### src/rtl/ifm_pkg.sv
// Shared types and constants for the instruction fetch/prefetch unit.
package ifm_pkg;

  localparam int unsigned XLEN = 32;

  localparam logic [XLEN-1:0] RESET_VECTOR_DEF = 32'h0000_0000;
  localparam logic [XLEN-1:0] IRQ_VECTOR_DEF   = 32'h0000_0010;
  localparam logic [XLEN-1:0] DRQ_VECTOR_DEF   = 32'h0000_0800;

  typedef enum logic [1:0] {
    IDLE     = 2'd0,
    FETCHING = 2'd1,
    DRAINING = 2'd2
  } ifm_state_e;

  typedef struct packed {
    logic [XLEN-1:0] instr;
    logic [XLEN-1:0] pc;
  } ifm_entry_t;

  localparam int unsigned ENTRY_W = $bits(ifm_entry_t);

  function automatic logic [XLEN-1:0] word_align(input logic [XLEN-1:0] addr);
    return {addr[XLEN-1:2], 2'b00};
  endfunction

endpackage

### src/rtl/ifm_fifo.sv
// Synchronous FIFO with flush; depth must be a power of two so pointers wrap naturally.
module ifm_fifo #(
  parameter int unsigned WIDTH = 64,
  parameter int unsigned DEPTH = 4
) (
  input  logic                         clk_i,
  input  logic                         rst_i,
  input  logic                         push_i,
  input  logic [WIDTH-1:0]             wdata_i,
  input  logic                         pop_i,
  input  logic                         flush_i,
  output logic [WIDTH-1:0]             rdata_o,
  output logic [$clog2(DEPTH):0]       count_o,
  output logic                         empty_o
);

  localparam int unsigned PTR_W = $clog2(DEPTH);
  localparam int unsigned CNT_W = PTR_W + 1;

  logic [WIDTH-1:0] mem_q [DEPTH];
  logic [PTR_W-1:0] wr_ptr_q, wr_ptr_d;
  logic [PTR_W-1:0] rd_ptr_q, rd_ptr_d;
  logic [CNT_W-1:0] count_q, count_d;

  // Flush wins over any same-cycle push or pop.
  always_comb begin
    wr_ptr_d = wr_ptr_q;
    rd_ptr_d = rd_ptr_q;
    count_d  = count_q;
    if (flush_i) begin
      wr_ptr_d = '0;
      rd_ptr_d = '0;
      count_d  = '0;
    end else begin
      if (push_i) wr_ptr_d = wr_ptr_q + PTR_W'(1);
      if (pop_i)  rd_ptr_d = rd_ptr_q + PTR_W'(1);
      count_d = count_q + CNT_W'(push_i) - CNT_W'(pop_i);
    end
  end

  always_ff @(posedge clk_i or negedge rst_i) begin
    if (!rst_i) begin
      wr_ptr_q <= '0;
      rd_ptr_q <= '0;
      count_q  <= '0;
    end else begin
      wr_ptr_q <= wr_ptr_d;
      rd_ptr_q <= rd_ptr_d;
      count_q  <= count_d;
    end
  end

  always_ff @(posedge clk_i) begin
    if (push_i && !flush_i) mem_q[wr_ptr_q] <= wdata_i;
  end

  assign rdata_o = mem_q[rd_ptr_q];
  assign count_o = count_q;
  assign empty_o = (count_q == '0);

endmodule

### src/rtl/ifm_prefetch.sv
// Prefetching instruction fetch unit: pipelined Wishbone reads into a credit-limited FIFO,
// with prioritised redirects that flush the FIFO and drain in-flight responses.
module ifm_prefetch
  import ifm_pkg::*;
#(
  parameter int unsigned FETCH_DEPTH   = 4,
  parameter int unsigned BOFFSET_WIDTH = 20,
  parameter logic [31:0] RESET_VECTOR  = RESET_VECTOR_DEF,
  parameter logic [31:0] IRQ_VECTOR    = IRQ_VECTOR_DEF,
  parameter logic [31:0] DRQ_VECTOR    = DRQ_VECTOR_DEF
) (
  input  logic                     clk_i,
  input  logic                     rst_i,
  input  logic                     irq_i,
  input  logic                     drq_i,
  input  logic                     branch_i,
  input  logic [BOFFSET_WIDTH-1:0] boffset_i,
  output logic [31:0]              wb_adr_o,
  input  logic [31:0]              wb_dat_i,
  output logic [3:0]               wb_sel_o,
  output logic                     wb_we_o,
  output logic                     wb_cyc_o,
  output logic                     wb_stb_o,
  input  logic                     wb_stall_i,
  input  logic                     wb_ack_i,
  input  logic                     output_ready_i,
  output logic                     output_valid_o,
  output logic [31:0]              instr_o,
  output logic [31:0]              pc_o
);

  localparam int unsigned CNT_W = $clog2(FETCH_DEPTH) + 1;
  localparam int unsigned SUM_W = CNT_W + 1;

  ifm_state_e       state_q, state_d;
  logic [31:0]      fetch_pc_q, fetch_pc_d;
  logic [31:0]      resp_pc_q, resp_pc_d;
  logic [31:0]      last_pc_q, last_pc_d;
  logic [CNT_W-1:0] outstanding_q, outstanding_d;

  logic [CNT_W-1:0] fifo_count;
  logic             fifo_empty;
  ifm_entry_t       head;
  ifm_entry_t       push_entry;
  logic             redirect, stb, accept, ack_ok, push, pop, flush;
  logic [31:0]      target_raw, target;

  ifm_fifo #(
    .WIDTH (ENTRY_W),
    .DEPTH (FETCH_DEPTH)
  ) u_fifo (
    .clk_i   (clk_i),
    .rst_i   (rst_i),
    .push_i  (push),
    .wdata_i (push_entry),
    .pop_i   (pop),
    .flush_i (flush),
    .rdata_o (head),
    .count_o (fifo_count),
    .empty_o (fifo_empty)
  );

  // Redirect target: debug over interrupt over branch; branch base is the last delivered pc.
  always_comb begin
    target_raw = last_pc_q + 32'($signed(boffset_i));
    if (drq_i)      target_raw = DRQ_VECTOR;
    else if (irq_i) target_raw = IRQ_VECTOR;
  end

  assign target   = word_align(target_raw);
  assign redirect = drq_i | irq_i | branch_i;

  // Credit rule: buffered plus in-flight never exceeds the FIFO depth.
  assign stb    = (state_q == FETCHING) &&
                  ((SUM_W'(fifo_count) + SUM_W'(outstanding_q)) < SUM_W'(FETCH_DEPTH));
  assign accept = stb & ~wb_stall_i;
  assign ack_ok = wb_ack_i & (outstanding_q != '0);
  assign pop    = ~fifo_empty & output_ready_i;

  assign push_entry.instr = wb_dat_i;
  assign push_entry.pc    = resp_pc_q;

  always_comb begin
    state_d       = state_q;
    fetch_pc_d    = fetch_pc_q;
    resp_pc_d     = resp_pc_q;
    last_pc_d     = last_pc_q;
    outstanding_d = outstanding_q + CNT_W'(accept) - CNT_W'(ack_ok);
    push          = 1'b0;
    flush         = 1'b0;

    if (pop) last_pc_d = head.pc;

    unique case (state_q)
      IDLE: state_d = FETCHING;
      FETCHING: begin
        if (accept) fetch_pc_d = fetch_pc_q + 32'd4;
        if (ack_ok) begin
          push      = 1'b1;
          resp_pc_d = resp_pc_q + 32'd4;
        end
      end
      DRAINING: begin
        if (outstanding_d == '0) state_d = FETCHING;
      end
      default: state_d = IDLE;
    endcase

    // Latest redirect wins; responses still in flight are discarded while draining.
    if (redirect) begin
      state_d    = DRAINING;
      fetch_pc_d = target;
      resp_pc_d  = target;
      flush      = 1'b1;
    end
  end

  always_ff @(posedge clk_i or negedge rst_i) begin
    if (!rst_i) begin
      state_q       <= IDLE;
      fetch_pc_q    <= word_align(RESET_VECTOR);
      resp_pc_q     <= word_align(RESET_VECTOR);
      last_pc_q     <= RESET_VECTOR;
      outstanding_q <= '0;
    end else begin
      state_q       <= state_d;
      fetch_pc_q    <= fetch_pc_d;
      resp_pc_q     <= resp_pc_d;
      last_pc_q     <= last_pc_d;
      outstanding_q <= outstanding_d;
    end
  end

  assign wb_stb_o       = stb;
  assign wb_cyc_o       = stb | (outstanding_q != '0);
  assign wb_sel_o       = stb ? 4'hF : 4'h0;
  assign wb_we_o        = 1'b0;
  assign wb_adr_o       = (state_q == FETCHING) ? fetch_pc_q : 32'h0;
  assign output_valid_o = ~fifo_empty;
  assign instr_o        = fifo_empty ? 32'h0 : head.instr;
  assign pc_o           = fifo_empty ? 32'h0 : head.pc;

endmodule

### config.mk
export PLATFORM = sky130hd
export DESIGN_NAME = ifm_prefetch
export DESIGN_NICKNAME = d
export VERILOG_FILES = /design/src/rtl/ifm_pkg.sv /design/src/rtl/ifm_fifo.sv /design/src/rtl/ifm_prefetch.sv
export SDC_FILE = /design/constraint.sdc
export NUM_CORES = 1
export LEC_CHECK = 0
export CORE_ASPECT_RATIO = 0.75
export CORE_MARGIN = 5
export CORE_UTILIZATION = 50
export CTS_CLUSTER_DIAMETER = 200
export DETAILED_ROUTE_END_ITERATION = 7
export GPL_TIMING_DRIVEN = 0
export MAX_ROUTING_LAYER = met4
export PLACE_DENSITY = 0.77
export SLEW_MARGIN = 20
export SYNTH_ARGS = -nofsm -noshare
export SYNTH_HDL_FRONTEND = slang
export SYNTH_SLANG_ARGS = --single-unit
### constraint.sdc
create_clock -name clk_i -period 7.6 [get_ports clk_i]
set_input_delay 1.14 -clock clk_i [delete_from_list [all_inputs] [get_ports clk_i]]
set_output_delay 1.14 -clock clk_i [all_outputs]
set_load 0.01 [all_outputs]
Yosys cells after proc, flatten, opt, wreduce, memory -nomap -nowiden
Memories as Yosys holds them, arrays and structs flattened.
Index checks and enable logic that the tools add are counted.

cells by class
  muxes and demuxes = 25
  $lt $le $gt $ge = 1
  add/subtract/negate cells = 10
  reduce and logical (&&, ||, !) cells = 15
  shifts and indexed selects = 0
  bitwise operators = 8
  div/mod/pow operators = 0
  equality and inequality tests = 4
  multiply operators = 0

operators by type and width
  operator                                                     count
  two-way mux 32 bit                                           11
  adder 32 x 3 -> 32 bit (second input constant)               2
  adder 32 bit                                                 1
  two-way mux 2 bit                                            6
  nonzero test 2 bit                                           5
  adder 3 x 1 -> 3 bit                                         2
  zero test 3 bit                                              2
  case mux 2 bit (3 select lines)                              1
  AND reduction 2 bit                                          3
  subtractor 3 x 1 -> 3 bit                                    2
  two-way mux 1 bit                                            5
  adder 2 x 1 -> 2 bit (second input constant)                 2
  adder 3 x 3 -> 4 bit                                         1
  less-than comparator 4 x 3 -> 1 bit (second input constant)  1
  two-way mux 4 bit                                            1
  AND 1 bit                                                    3
  two-way mux 3 bit                                            1
  != test 3 bit (second input constant)                        1
  OR 1 bit                                                     3
  nonzero test 3 bit                                           1
  == test 2 x 1 -> 1 bit (second input constant)               1
  == test 2 bit (second input constant)                        1
  logical AND 1 bit                                            2
  zero test 2 bit                                              1
  3 further kinds                                              4

storage, ports and cells
  bits of input ports = 60
  bits in latches = 0
  flip-flop bits (word level) = 108
  memories = 1
  bits in read-only memories = 0
  output and inout bits = 104
  logic and storage cells = 72
  RAM bits = 256

memory list
  memory        words  bits a word  read ports  clocked after memory_dff  write ports  line            text
  u_fifo.mem_q  4      64           1           0                         1            ifm_fifo.sv:20  logic [WIDTH-1:0] mem_q [DEPTH];

Longest topological paths before layout
Gate-level depths: netlist of the first run.

  word-level depth = 10
  mapped depth = 13
  depth with buffers taken out = 13

By module
Synthesis of the first run repeated with hierarchy kept, for this count alone.

second synthesis, totals
  cells, all modules = 1240
  area, all modules = 17061.4 sq um

modules (own cells, without submodules)
  module        cells an instance  times used  area an instance (sq um)  sequential area each (sq um)
  ifm_fifo      373                1           9693.0                    7862.5
  ifm_prefetch  867                1           7368.3                    2427.3

Worst setup path before layout of the first run
No wires, ideal clock.

  path kind = in2reg
  start = in wb_ack_i
  end = mem u_fifo.mem_q[0][10], enable pin
  library setup time = 427 ps
  buffers on the path = 1
  arrival time = 3421 ps
  data required time = 7173 ps
  path slack = 3752 ps
  stages = 5
  cells stage by stage = o31a_1 -> nand2_1 -> inv_1 -> buf_1 -> and3_1

between the ends
  cells in the longest elaborated chain, start to end = 6

RTL lines
  item                                     line                text
  start, declared                          ifm_prefetch.sv:25  input logic wb_ack_i,
  AND 1 bit                                ifm_prefetch.sv:77  assign ack_ok = wb_ack_i & (outstanding_q != '0);
  two-way mux 1 bit                        ifm_prefetch.sv:98  if (ack_ok) begin
  two-way mux 1 bit                        ifm_prefetch.sv:94  unique case (state_q)
  logical AND 1 bit                        ifm_fifo.sv:54      if (push_i && !flush_i) mem_q[wr_ptr_q] <= wdata_i;
  two-way mux 1 bit                        ifm_fifo.sv:54
  two-way mux 1 bit (not written as such)  ifm_fifo.sv:54
  end, declared                            ifm_fifo.sv:20

No other way between the ends.

Final worst setup path of the first run
  start = reg u_fifo.rd_ptr_q[0]
  end = out pc_o[13]

between the ends
  cells in the longest elaborated chain, start to end = 2

RTL lines
  item                    line                 text
  start, declared         ifm_fifo.sv:22       logic [PTR_W-1:0] rd_ptr_q, rd_ptr_d;
  start signal, assigned  ifm_fifo.sv:48       rd_ptr_q <= rd_ptr_d;
  memory (4 x 64 bit)     n/a
  two-way mux 32 bit      ifm_prefetch.sv:141  assign pc_o = fifo_empty ? 32'h0 : head.pc;
  end, declared           ifm_prefetch.sv:29   output logic [31:0] pc_o

No other way between the ends.

==> impl_summary.log, run 1 <==
INFO  metric synth_cell_types = 70
INFO  metric postRouteAntennaNets = 0
INFO  metric area_growth = 19.9%
INFO  metric run_status = finished clean
INFO  metric dp_hpwl = 29.6 mm
INFO  metric synth_sequential_area_ratio = 0.601
INFO  metric setup.worst_path.end_class = output port
INFO  metric grt_max_degree = 75
INFO  metric start_util = 0.511
INFO  metric synth.largest_area_cell = sky130_fd_sc_hd__edfxtp_1
INFO  metric max-vdd-ir-drop = between 0.15 and 0.2 mV
INFO  metric final_net_count = between 1.5k and 2k
INFO  metric static-leakage-power = between 7 and 8 nW
INFO  metric cp_data_required_time = 6460 ps
INFO  metric h_tree_levels = 2
INFO  metric ioPinCount = 164
INFO  metric synth.avg_cell_area = 13.4 µm²
INFO  metric die_height = roughly 170 µm
INFO  metric holdCritPathClass = primary input to async pin
INFO  metric antenna-diode-count = 0
INFO  metric final_cell_mix = sky130_fd_sc_hd__edfxtp_1, sky130_fd_sc_hd__clkdlybuf4s50_1, sky130_fd_sc_hd__dfrtp_1
INFO  metric fraction_of_post_synthesis_cell_area_in_the_top_cell_type_by_area = 0.447
INFO  metric cts_max_path_buffers = 3
INFO  metric cts.root.buffer_cell = sky130_fd_sc_hd__clkbuf_16
INFO  metric buffers_inserted_by_post_cts_timing_repair = 0
INFO  metric core = 32600 µm²
INFO  metric mappedNetlistArea = ~17000 µm²
INFO  metric maximum_capacitance_violations = 0
INFO  metric place.gp.congestion = approximately 0.94
INFO  metric ys_top_cells_by_area = sky130_fd_sc_hd__edfxtp_1, sky130_fd_sc_hd__dfrtp_1, sky130_fd_sc_hd__mux4_2
INFO  metric relative_slew_slack = 0.375
INFO  metric first_global_vias = ~11k
INFO  metric clock_tree_from_tritoncts = yes
INFO  metric grt_antenna_before_repair = 0
INFO  metric logic_depth_of_the_worst_register_to_register_path = 13
INFO  metric setup-violations-final = 0
INFO  metric reg2reg_to = state_q[0]
INFO  metric drt-wirelength-per-cell = 22.0 µm
INFO  metric path_clk_slew = around 60 ps
INFO  metric crit-reg2reg-launch = outstanding_q[2]
INFO  metric num-fill-cells = 2531
INFO  metric power_density_over_the_cells = just over 200 nW/µm²
INFO  metric yosys_warnings = 0
INFO  metric die-area = 37100 µm²
INFO  metric ctsResizeCount = 0
INFO  metric grt_first_pass_wirelength = between 60 and 70 mm
INFO  metric rsz0062_at_grt = false
INFO  metric viasPerCell = 5.95
INFO  metric utilization = 0.612
INFO  metric hold_buffers = 0
INFO  metric asyncSetResetFlopFracSynth = 0.291
INFO  metric port_buffers = 154
INFO  metric route.vias.total = 11.4k
INFO  metric setup_slack_of_the_worst_register_to_register_path = 3820 ps
INFO  metric drtPass1Iterations = 5
INFO  metric criticalPathCategory = flop to output port
INFO  metric cp.arrival = 3540 ps
INFO  metric layout.cells.most_common = sky130_fd_sc_hd__edfxtp_1
INFO  metric rows = 57
INFO  metric number_of_synthesized_flops_with_an_enable_pin = 248
INFO  metric finalCriticalPeriod = about 4700 ps
INFO  metric final.period_utilization = 0.615
INFO  metric grt-ovfl-total = 0
INFO  metric clock-sinks = 350
INFO  metric finClkSkew = roughly 14 ps
INFO  metric drcViolationCount = 0
INFO  metric top_flip_flop_cell_by_instance_count_after_synthesis = sky130_fd_sc_hd__edfxtp_1
INFO  metric die_width = 221 µm
INFO  metric initialDrtViolationCount = between 1k and 1.5k
INFO  metric fin_tns_setup = 0 ps
INFO  metric cts_made_buffers = 35
INFO  metric grtUsageTotal = 0.234
INFO  metric worst_slew_pin_slew = 933 ps
INFO  metric post_route_cells_drive_above_1_share = 0.121
INFO  metric max_freq = approximately 210 MHz
INFO  metric wl = 41.9 mm
INFO  metric start_kind = flop
INFO  metric clkLatencyLatePin = 540 ps
INFO  metric drv_slew = 0
INFO  metric number_of_flip_flops_and_latches_in_the_synthesized_netlist = 350
INFO  metric synthesis.instances = 1240
INFO  metric cp_max_fo = 10
INFO  metric final_hold_vios = 0
critical path, cell delays in order (launching register included):
cell                              delay, ps
sky130_fd_sc_hd__dfrtp_1                320
sky130_fd_sc_hd__clkbuf_1               590
sky130_fd_sc_hd__buf_1                  770
sky130_fd_sc_hd__mux4_2                 610
sky130_fd_sc_hd__and2_1                 220
sky130_fd_sc_hd__clkdlybuf4s50_1        490
cells by family (layout without fill, tap and decap cells):
family,after synthesis,after routing,share of synthesized area
AOI/OAI and AO/OA,232,232,0.0929
xor gates and xnor gates,38,38,0.0200
adders and majority gates,43,43,0.0332
buffers and inverters,87,309,0.0219
DFF,350,350,0.601
muxes,95,95,0.106
other,1,5,0.000225
and+or+nand+nor,394,394,0.125
Yosys cell counts (4+ instances only):
| master | count |
|---|---|
| sky130_fd_sc_hd__or2_2 | 4 |
| sky130_fd_sc_hd__xor2_1 | 18 |
| sky130_fd_sc_hd__buf_1 | 9 |
| sky130_fd_sc_hd__nand3_1 | 30 |
| sky130_fd_sc_hd__ha_1 | 41 |
| sky130_fd_sc_hd__and2_1 | 99 |
| sky130_fd_sc_hd__nand2b_1 | 5 |
| sky130_fd_sc_hd__nand2_1 | 79 |
| sky130_fd_sc_hd__or4_1 | 6 |
| sky130_fd_sc_hd__o21ai_0 | 42 |
| sky130_fd_sc_hd__a21oi_1 | 64 |
| sky130_fd_sc_hd__nand4_1 | 18 |
| sky130_fd_sc_hd__edfxtp_1 | 248 |
| sky130_fd_sc_hd__and4_1 | 6 |
| sky130_fd_sc_hd__a32oi_1 | 5 |
| sky130_fd_sc_hd__o22a_1 | 4 |
| sky130_fd_sc_hd__a211oi_1 | 11 |
| sky130_fd_sc_hd__xnor2_1 | 20 |
| sky130_fd_sc_hd__o31ai_1 | 8 |
| sky130_fd_sc_hd__o21a_1 | 8 |
| sky130_fd_sc_hd__or3_1 | 7 |
| sky130_fd_sc_hd__clkbuf_1 | 45 |
| sky130_fd_sc_hd__a21o_1 | 18 |
| sky130_fd_sc_hd__o211ai_1 | 5 |
| sky130_fd_sc_hd__inv_1 | 22 |
| sky130_fd_sc_hd__dfrtp_1 | 102 |
| sky130_fd_sc_hd__nor3_1 | 24 |
| sky130_fd_sc_hd__mux4_2 | 62 |
| sky130_fd_sc_hd__a2bb2oi_1 | 10 |
| sky130_fd_sc_hd__nor4_1 | 6 |
| sky130_fd_sc_hd__a22oi_1 | 4 |
| sky130_fd_sc_hd__and3_1 | 24 |
| sky130_fd_sc_hd__nor2_1 | 76 |
| sky130_fd_sc_hd__buf_4 | 9 |
| sky130_fd_sc_hd__a31oi_1 | 11 |
| sky130_fd_sc_hd__o21bai_1 | 6 |
| sky130_fd_sc_hd__mux2_2 | 30 |
power breakdown:
group / total (mW) / switching, mW / internal (mW) / leakage (nW)
clock network: 1.63 / 0.717 / 0.917 / 0.520
logic: 0.323 / 0.186 / 0.137 / 3.19
registers: 2.13 / 0.0461 / 2.08 / 3.69
total: 4.08 / 0.949 / 3.14 / 7.40
flip-flops by register name, indices dropped and copies added (netlist names):
| signal | count |
|---|---|
| u_fifo.mem_q | 248 |
| fetch_pc_q | 30 |
| outstanding_q | 3 |
| u_fifo.wr_ptr_q | 2 |
| u_fifo.rd_ptr_q | 2 |
| u_fifo.count_o | 3 |
| state_q | 2 |
| resp_pc_q | 30 |
| last_pc_q | 30 |
worst max path at each step:
| stage | endpoint | cells past startpoint | from |
|---|---|---|---|
| 2_1_floorplan | u_fifo.mem_q[0][10] | 5 | wb_ack_i |
| 3_3_place_gp | resp_pc_q[6] | 1 | rst_i |
| 3_5_place_dp | fetch_pc_q[25] | 7 | boffset_i[19] |
| 4_1_cts | pc_o[20] | 5 | u_fifo.rd_ptr_q[0] |
| 5_1_grt | pc_o[20] | 5 | u_fifo.rd_ptr_q[0] |
| 6_report | pc_o[13] | 5 | u_fifo.rd_ptr_q[0] |
per-stage QoR:
step	total power [mW]	cells	area (µm²)	worst slack [ps]	hold slack [ps]
after CTS	4.11	1908	20000	2810	494
after floorplan	2.35	1244	16700	3750	466
after global placement	2.47	1840	18800	1110	492
final	4.08	1908	20000	2920	489
after global routing	4.24	1908	20000	2610	504
after detailed placement	2.48	1845	18900	3310	494
routing by layer:
metal	track usage	vias up	routed length [µm]
li1	-	5128	-
met1	0.341	5748	18900
met2	0.357	427	19800
met3	0.0364	47	2660
met4	0.0461	0	565
met5	-	-	0
layout make-up:
type | count | area, µm² | share of cell area
Sequential cell | 350 | 10000 | 0.501
Timing Repair Buffer | 159 | 1660 | 0.0831
Inverter | 23 | 88.8 | 0.00445
Tap cell | 442 | 553 | 0.0277
Buffer | 64 | 275 | 0.0138
Clock inverter | 16 | 111 | 0.00558
Multi-Input combinational cell | 807 | 6320 | 0.317
Clock buffer | 47 | 951 | 0.0476
(Power assumes the default switching activity.)
==> inputs of run 2 (changes only) <==
--- a/config.mk
+++ b/config.mk
@@ -12,7 +12,7 @@
 export DETAILED_ROUTE_END_ITERATION = 7
 export GPL_TIMING_DRIVEN = 0
 export MAX_ROUTING_LAYER = met4
-export PLACE_DENSITY = 0.77
+export PLACE_DENSITY = 0.8
 export SLEW_MARGIN = 20
 export SYNTH_ARGS = -nofsm -noshare
 export SYNTH_HDL_FRONTEND = slang
==> constraint.sdc (replaced) <==
create_clock -name clk_i -period 3.95 [get_ports clk_i]
set_input_delay 0.5925 -clock clk_i [delete_from_list [all_inputs] [get_ports clk_i]]
set_output_delay 0.5925 -clock clk_i [all_outputs]
set_load 0.01 [all_outputs]
==> run 2 against run 1 <==
  * Design area is 0.94% higher
  * Critical path depth is 5 higher
  * Clock power is 110% higher
  * Routed wire length is 0.36% higher
  * Combinational power is 92% higher
  * Final cell count is 0.16% higher
  * Non-clock buffer count stayed put
  * Via count is 0.78% lower
  * Critical endpoint is now u_fifo.count_o[1]
  * Highest routed layer unchanged
==> impl_summary.log, run 2 (synthesis results as in run 1) <==
INFO  metric maximum_capacitance_violations = 0 (unchanged)
INFO  metric finClkSkew = 16.5 ps (+2.17 ps)
INFO  metric static-leakage-power = 7.48 nW (+1.1%)
INFO  metric clock_tree_from_tritoncts = yes
INFO  metric cp_data_required_time = 4370 ps (-2090 ps)
INFO  metric drt-wirelength-per-cell = 22.0 µm (+0.21%)
INFO  metric start_kind = flop
INFO  metric core = 32600 µm² (unchanged)
INFO  metric h_tree_levels = 2 (unchanged)
INFO  metric die_width = 221 µm (unchanged)
INFO  metric finalCriticalPeriod = 3780 ps
INFO  metric buffers_inserted_by_post_cts_timing_repair = 0 (unchanged)
INFO  metric start_util = 0.511 (unchanged)
INFO  metric cts_made_buffers = 36 (+2.9%)
INFO  metric cts.root.buffer_cell = sky130_fd_sc_hd__clkbuf_16
INFO  metric viasPerCell = 5.89 (-0.93%)
INFO  metric placement.setup.worst_slack = 143 ps (-3170 ps)
INFO  metric cts_max_path_buffers = 3 (unchanged)
INFO  metric layout.cells.most_common = sky130_fd_sc_hd__edfxtp_1
INFO  metric utilization = 0.618 (+0.00576)
INFO  metric path_clk_slew = 60 ps (about the same)
INFO  metric die-area = 37100 µm² (unchanged)
INFO  metric final_cell_mix = sky130_fd_sc_hd__edfxtp_1, sky130_fd_sc_hd__clkdlybuf4s50_1, sky130_fd_sc_hd__dfrtp_1
INFO  metric max_flop_register = u_fifo.mem_q
INFO  metric final.period_utilization = 0.956
INFO  metric drcViolationCount = 0 (unchanged)
INFO  metric run_status = finished clean
INFO  metric area_growth = 21.0%
INFO  metric criticalPathCategory = flop to flop
INFO  metric max_freq = 265 MHz
INFO  metric grt-ovfl-total = 0 (unchanged)
INFO  metric grt_first_pass_wirelength = 66.0 mm (+0.22%)
INFO  metric setup-violations-final = 0 (unchanged)
INFO  metric worst_slew_pin_slew = 1140 ps (+208 ps)
INFO  metric postRouteAntennaNets = 0 (unchanged)
INFO  metric port_buffers = 154 (unchanged)
INFO  metric holdCritPathClass = flop to flop
INFO  metric drtPass1Iterations = 5 (unchanged)
INFO  metric grt_max_degree = 76 (+1.3%)
INFO  metric cp_common_cell = sky130_fd_sc_hd__clkbuf_1
INFO  metric crit_chain = or3_1 -> clkbuf_1 -> and2_1 -> clkbuf_1 -> clkbuf_1 -> ha_1 -> inv_1 -> ha_1 -> fa_1 -> and2_1
INFO  metric critical_path.max_stage_delay = 650 ps (-120 ps)
INFO  metric drv_slew = 0 (unchanged)
INFO  metric wl = 42.1 mm (+0.36%)
INFO  metric ioPinCount = 164 (unchanged)
INFO  metric grt_antenna_before_repair = 0 (unchanged)
INFO  metric grtUsageTotal = 0.236 (+0.00185)
INFO  metric num-fill-cells = 2458 (-2.9%)
INFO  metric initialDrtViolationCount = 1087 (+0.83%)
INFO  metric critical_path.top_delay_family = buffers and inverters
INFO  metric standard_cell_with_the_maximum_stage_delay_on_the_critical_path = sky130_fd_sc_hd__clkbuf_1
INFO  metric post_route_cells_drive_above_1_share = 0.129 (+0.00792)
INFO  metric final_hold_vios = 0 (unchanged)
INFO  metric place.gp.congestion = 0.951 (+1.4%)
INFO  metric largest_register_ff_count = 248 (unchanged)
INFO  metric cp_num_buf_inv = 4 (+1)
INFO  metric final_net_count = 1544 (+0.065%)
INFO  metric layout_setup_ws = 174 ps (-2750 ps)
INFO  metric power_density_over_the_cells = 402 nW/µm² (+96%)
INFO  metric relative_slew_slack = 0.219 (-0.156)
INFO  metric clock-sinks = 350 (unchanged)
INFO  metric max-vdd-ir-drop = 0.264 mV (+72%)
INFO  metric clkLatencyLatePin = 530 ps (about the same)
INFO  metric rsz0062_at_grt = false
INFO  metric rows = 57 (unchanged)
INFO  metric setup.worst_path.end_class = flop
INFO  metric route.vias.total = 11.3k (-0.78%)
INFO  metric first_global_vias = 11.3k (-0.47%)
INFO  metric dp_hpwl = 30.0 mm (+1.4%)
INFO  metric cp_max_fo = 10 (unchanged)
INFO  metric antenna-diode-count = 0 (unchanged)
INFO  metric cp.arrival = 4190 ps (+650 ps)
INFO  metric die_height = 168 µm (unchanged)
INFO  metric finalPower = 8.09 mW (+98%)
## run 2: changes by cell type in the layout (fill, tap and decap cells not counted), sizes merged
cell,previous run,this run
buf,25,19
dlygate4sd3,0,1
clkbuf,92,99
clkdlybuf4s15,0,6
inv,26,25
clkinv,11,6
bufinv,1,2
## run 2: final cells by class
type                    instances  area, µm²  area share
clock buffers                  55       1050      0.0523
clock inverters                11        121     0.00602
well taps                     442        553      0.0275
repair buffers                160       1690      0.0839
flip-flops and latches        350      10000       0.496
plain buffers                  63        317      0.0157
inverters                      23       88.8     0.00441
multi-input cells             807       6320       0.314
## run 2: path summary, 6_finish.rpt
kind / start / cells after the start / endpoint / slack [ps]
min: state_q[1] / 1 / state_q[0] / 500
min reg2reg: state_q[1] / 1 / state_q[0] / 500
max: u_fifo.count_o[1] / 10 / u_fifo.count_o[1] / 170
max reg2reg: u_fifo.count_o[1] / 10 / u_fifo.count_o[1] / 170
max in group asynchronous: rst_i / 3 / last_pc_q[10] / 2740
min in group asynchronous: rst_i / 2 / last_pc_q[26] / 520
## run 2: power breakdown
part,switching (mW),total [mW],internal (mW)
Combinational,0.357,0.621,0.264
Sequential,0.0886,4.09,4.00
Clock,1.39,3.38,1.98
Total,1.84,8.09,6.25
## run 2: metal layers
layer | global-route usage | part of all wire
met1 | 0.344 | 0.45
met2 | 0.361 | 0.47
met3 | 0.0291 | 0.060
met4 | 0.0561 | 0.022
met5 | - | 0
## run 2: timing repair
action                                  CTS  global route
pin swaps                                 0             0
hold buffers                              1             0
endpoints found under the setup margin   58             4
endpoints found under the hold margin    27             0
resized for setup                        12             1
## run 2: through the flow
| stage | area (µm²) | instances | TNS (ps) | hold slack (ps) |
|---|---|---|---|---|
| 3_5_place_dp | 18900 | 1845 | 0 | 496 |
| 4_1_cts | 20100 | 1911 | 0 | 506 |
| 6_report | 20100 | 1911 | 0 | 504 |
| 2_1_floorplan | 16700 | 1244 | 0 | 297 |
| 5_1_grt | 20100 | 1911 | 0 | 528 |
| 3_3_place_gp | 18800 | 1840 | -545070 | 490 |
## run 2: worst register-to-register path: cells and delay by family, from the launching register on
family                     cells  cell delay (ps)
DFF                            1              420
adders and majority gates      3              930
and+or+nand+nor                3              560
buffers and inverters          4             1750
==> inputs of run 3 (changes only) <==
--- a/config.mk
+++ b/config.mk
@@ -16,4 +16,5 @@
 export SLEW_MARGIN = 20
 export SYNTH_ARGS = -nofsm -noshare
 export SYNTH_HDL_FRONTEND = slang
+export SYNTH_HIERARCHICAL = 1
 export SYNTH_SLANG_ARGS = --single-unit
==> run 3 against run 2 <==
  * Sequential cell count grew 10
  * Synthesized cell count unchanged
  * Setup slack better by 150 ps
  * Routed wire length fell by 0.90%
  * Design area increased by 2.4%
==> impl_summary.log, run 3 <==
INFO  metric yosys_warnings = 6 (+6)
INFO  metric die-area = 38000 µm² (+2.3%)
INFO  metric drt-wirelength-per-cell = 21.6 µm (-1.9%)
INFO  metric reg2reg_to = state_q[0]
INFO  metric grt_first_pass_wirelength = 65.0 mm (-1.5%)
INFO  metric area_growth = 20.9%
INFO  metric clock_tree_from_tritoncts = yes
INFO  metric static-leakage-power = 7.41 nW (-0.90%)
INFO  metric finalCriticalPeriod = 3620 ps (-153 ps)
INFO  metric dp_hpwl = 29.6 mm (-1.4%)
INFO  metric clock-sinks = 360 (+2.9%)
INFO  metric grt_max_degree = 69 (-9.2%)
INFO  metric path_clk_slew = 60 ps (about the same)
INFO  metric die_height = 170 µm (+1.2%)
INFO  metric setup_slack_of_the_worst_register_to_register_path = 330 ps (+150 ps)
INFO  metric cts_max_path_buffers = 3 (unchanged)
INFO  metric synth_mux_area_frac = 0.109 (+0.00257)
INFO  metric antenna-diode-count = 0 (unchanged)
INFO  metric yosysMostFrequentCell = sky130_fd_sc_hd__edfxtp_1
INFO  metric power_density_over_the_cells = 398 nW/µm² (-0.95%)
INFO  metric synth_fa_ha_area_frac = 0.0331 (-0.0000705)
INFO  metric crit_chain = nor3_2 -> clkbuf_2 -> clkbuf_1 -> nor2b_1 -> clkdlybuf4s50_1
INFO  metric max_freq = 276 MHz (+4.2%)
INFO  metric multi_input_area = 6370 µm² (+0.85%)
INFO  metric reg_top3 = u_fifo/mem_q x256, last_pc_q x32
INFO  metric cp_max_fo = 10 (unchanged)
INFO  metric initialDrtViolationCount = 979 (-9.9%)
INFO  metric critical_path.top_delay_family = buffers and inverters
INFO  metric sequential_cell_area_in_the_final_layout = 10300 µm² (+2.9%)
INFO  metric timing.hold.worst.start = last_pc_q[21]
INFO  metric criticalPathCategory = flop to output port
INFO  metric relative_slew_slack = 0.307 (+0.0872)
INFO  metric worst_hold_slack = 514 ps (+9.36 ps)
INFO  metric holdCritPathClass = flop to flop
INFO  metric synth.avg_cell_area = 13.8 µm² (+2.5%)
INFO  metric start_util = 0.508 (-0.00302)
INFO  metric place.gp.congestion = 0.945 (-0.63%)
INFO  metric layout_setup_ws = 327 ps (+153 ps)
INFO  metric rsz0062_at_grt = false
INFO  metric port_buffers = 160 (+3.9%)
INFO  metric synth_commonest_cells = sky130_fd_sc_hd__edfxtp_1, sky130_fd_sc_hd__dfrtp_1, sky130_fd_sc_hd__nor2_1, sky130_fd_sc_hd__nor2b_1, sky130_fd_sc_hd__nand2_1
INFO  metric route.vias.total = 11.3k (-0.036%)
INFO  metric hold-path-cell-count = 1 (unchanged)
INFO  metric first_global_vias = 11.3k (-0.47%)
INFO  metric drtPass1Iterations = 6 (+1)
INFO  metric wl = 41.7 mm (-0.90%)
INFO  metric crit-reg2reg-launch = outstanding_q[1]
INFO  metric cp.arrival = 3030 ps (-1160 ps)
INFO  metric largest_register_ff_count = 256 (+3.2%)
INFO  metric num-fill-cells = 2575 (+4.8%)
INFO  metric run_status = finished clean
INFO  metric rows = 58 (+1.8%)
INFO  metric post_route_cells_drive_above_1_share = 0.139 (+0.0104)
INFO  metric max-vdd-ir-drop = 0.342 mV (+30%)
INFO  metric final_net_count = 1558 (+0.91%)
INFO  metric standard_cell_with_the_maximum_stage_delay_on_the_critical_path = sky130_fd_sc_hd__clkdlybuf4s50_1
INFO  metric cts_made_buffers = 36 (unchanged)
INFO  metric h_tree_levels = 2 (unchanged)
INFO  metric ioPinCount = 164 (unchanged)
INFO  metric asyncSetResetFlopFracSynth = 0.289 (-0.00254)
INFO  metric postRouteAntennaNets = 0 (unchanged)
INFO  metric worstHoldEndpoint = last_pc_q[21]
INFO  metric drcViolationCount = 0 (unchanged)
INFO  metric final_cell_mix = sky130_fd_sc_hd__edfxtp_1, sky130_fd_sc_hd__clkdlybuf4s50_1, sky130_fd_sc_hd__dfrtp_1
INFO  metric top_flip_flop_cell_by_instance_count_after_synthesis = sky130_fd_sc_hd__edfxtp_1
INFO  metric synth-compound-area-share = 0.0901 (-0.00276)
INFO  metric final_hold_vios = 0 (unchanged)
INFO  metric placement.setup.worst_slack = -86.5 ps (-230 ps)
INFO  metric final.period_utilization = 0.917 (-0.0388)
INFO  metric layout.cells.most_common = sky130_fd_sc_hd__edfxtp_1
INFO  metric setup.worst_path.end_class = output port
INFO  metric grt_antenna_before_repair = 1 (+1)
INFO  metric cts.root.buffer_cell = sky130_fd_sc_hd__clkbuf_16
INFO  metric maximum_capacitance_violations = 0 (unchanged)
INFO  metric buffers_inserted_by_post_cts_timing_repair = 0 (unchanged)
INFO  metric number_of_synthesized_flops_with_an_enable_pin = 256 (+3.2%)
INFO  metric setup-violations-final = 0 (unchanged)
INFO  metric cp_num_buf_inv = 3 (-1)
INFO  metric synth_cell_types = 77 (+10%)
INFO  metric grtUsageTotal = 0.224 (-0.0115)
INFO  metric die_width = 223 µm (+1.2%)
INFO  metric clkLatencyLatePin = 530 ps (about the same)
INFO  metric max_flop_register = u_fifo/mem_q
INFO  metric drv_slew = 0 (unchanged)
INFO  metric logic_depth_of_the_worst_register_to_register_path = 16 (+6)
INFO  metric worst_slew_pin_slew = 1040 ps (-101 ps)
INFO  metric fin_tns_setup = 0 ps (unchanged)
INFO  metric synth_simple_gate_area_share = 0.116 (-0.00963)
INFO  metric post_synth_xor_area_fraction = 0.0229 (+0.00289)
INFO  metric grt-ovfl-total = 0 (unchanged)
INFO  metric finClkSkew = 16.1 ps (-0.413 ps)
INFO  metric mappedNetlistArea = 17100 µm² (+2.5%)
INFO  metric synth.largest_area_cell = sky130_fd_sc_hd__edfxtp_1
INFO  metric viasPerCell = 5.83 (-1.1%)
INFO  metric cp_data_required_time = 3360 ps (-1010 ps)
INFO  metric fraction_of_post_synthesis_cell_area_in_the_top_cell_type_by_area = 0.451 (+0.00326)
INFO  metric synth_sequential_area_ratio = 0.603 (+0.00248)
INFO  metric combinational_family_with_the_most_area_after_synthesis = simple AND/OR/NAND/NOR gates
INFO  metric number_of_flip_flops_and_latches_in_the_synthesized_netlist = 360 (+2.9%)
INFO  metric critical_path.max_stage_delay = 520 ps (-130 ps)
INFO  metric start_kind = flop
INFO  metric core = 33600 µm² (+3.1%)
INFO  metric ys_top_cells_by_area = sky130_fd_sc_hd__edfxtp_1, sky130_fd_sc_hd__dfrtp_1, sky130_fd_sc_hd__mux4_2
INFO  metric synthesis.instances = 1240 (unchanged)
[run 3: power by group]
part | switching [mW] | internal [mW]
clock | 1.42 | 2.09
sequential | 0.0785 | 4.10
combinational | 0.287 | 0.227
total | 1.79 | 6.42
[run 3: through the flow]
| stage | instance area, µm² | power, mW | util | cells |
|---|---|---|---|---|
| after global routing | 20600 | 8.50 | 0.614 | 1931 |
| after global placement | 19300 | 4.74 | 0.573 | 1860 |
| final | 20600 | 8.20 | 0.614 | 1931 |
| after CTS | 20600 | 8.26 | 0.614 | 1931 |
| after floorplan | 17100 | 4.54 | - | 1250 |
| after detailed placement | 19400 | 4.76 | 0.577 | 1865 |
[run 3: logic make-up after synthesis]
group | Yosys count
other cells | 1
fa+ha+maj | 44
mux | 101
flops | 360
xor+xnor | 43
simple gates | 373
buf+inv | 88
compound gates | 230
[run 3: final cells by class]
cell class | count | area share
flip-flops and latches | 360 | 0.499
multi-input cells | 802 | 0.309
repair buffers | 166 | 0.0838
clock buffers | 45 | 0.0473
well taps | 450 | 0.0273
plain buffers | 61 | 0.0170
clock inverters | 20 | 0.0116
inverters | 27 | 0.00491
[run 3: timing repair]
action / 4_1_cts / 5_1_grt
hold endpoints to repair: 36 / 0
hold buffers: 1 / 0
resized for setup: 2 / 0
endpoints found under the setup margin: 40 / 0
[run 3: layer usage]
layer,part of all wire,track usage,vias up
li1,-,-,5143
met1,0.44,0.320,5601
met2,0.47,0.347,460
met3,0.073,0.0371,54
met4,0.017,0.0477,0
met5,0,-,-
[run 3: worst max-delay path by stage]
stage	from	endpoint	slack, ps	cells past startpoint
after floorplan	drq_i	u_fifo/mem_q[0][0]	390	6
after global placement	rst_i	last_pc_q[1]	-1990	1
after detailed placement	drq_i	u_fifo/mem_q[1][41]	-90	8
after CTS	u_fifo/count_o[1]	pc_o[20]	230	5
after global routing	u_fifo/count_o[1]	state_q[0]	60	16
final	u_fifo/count_o[1]	pc_o[20]	330	5
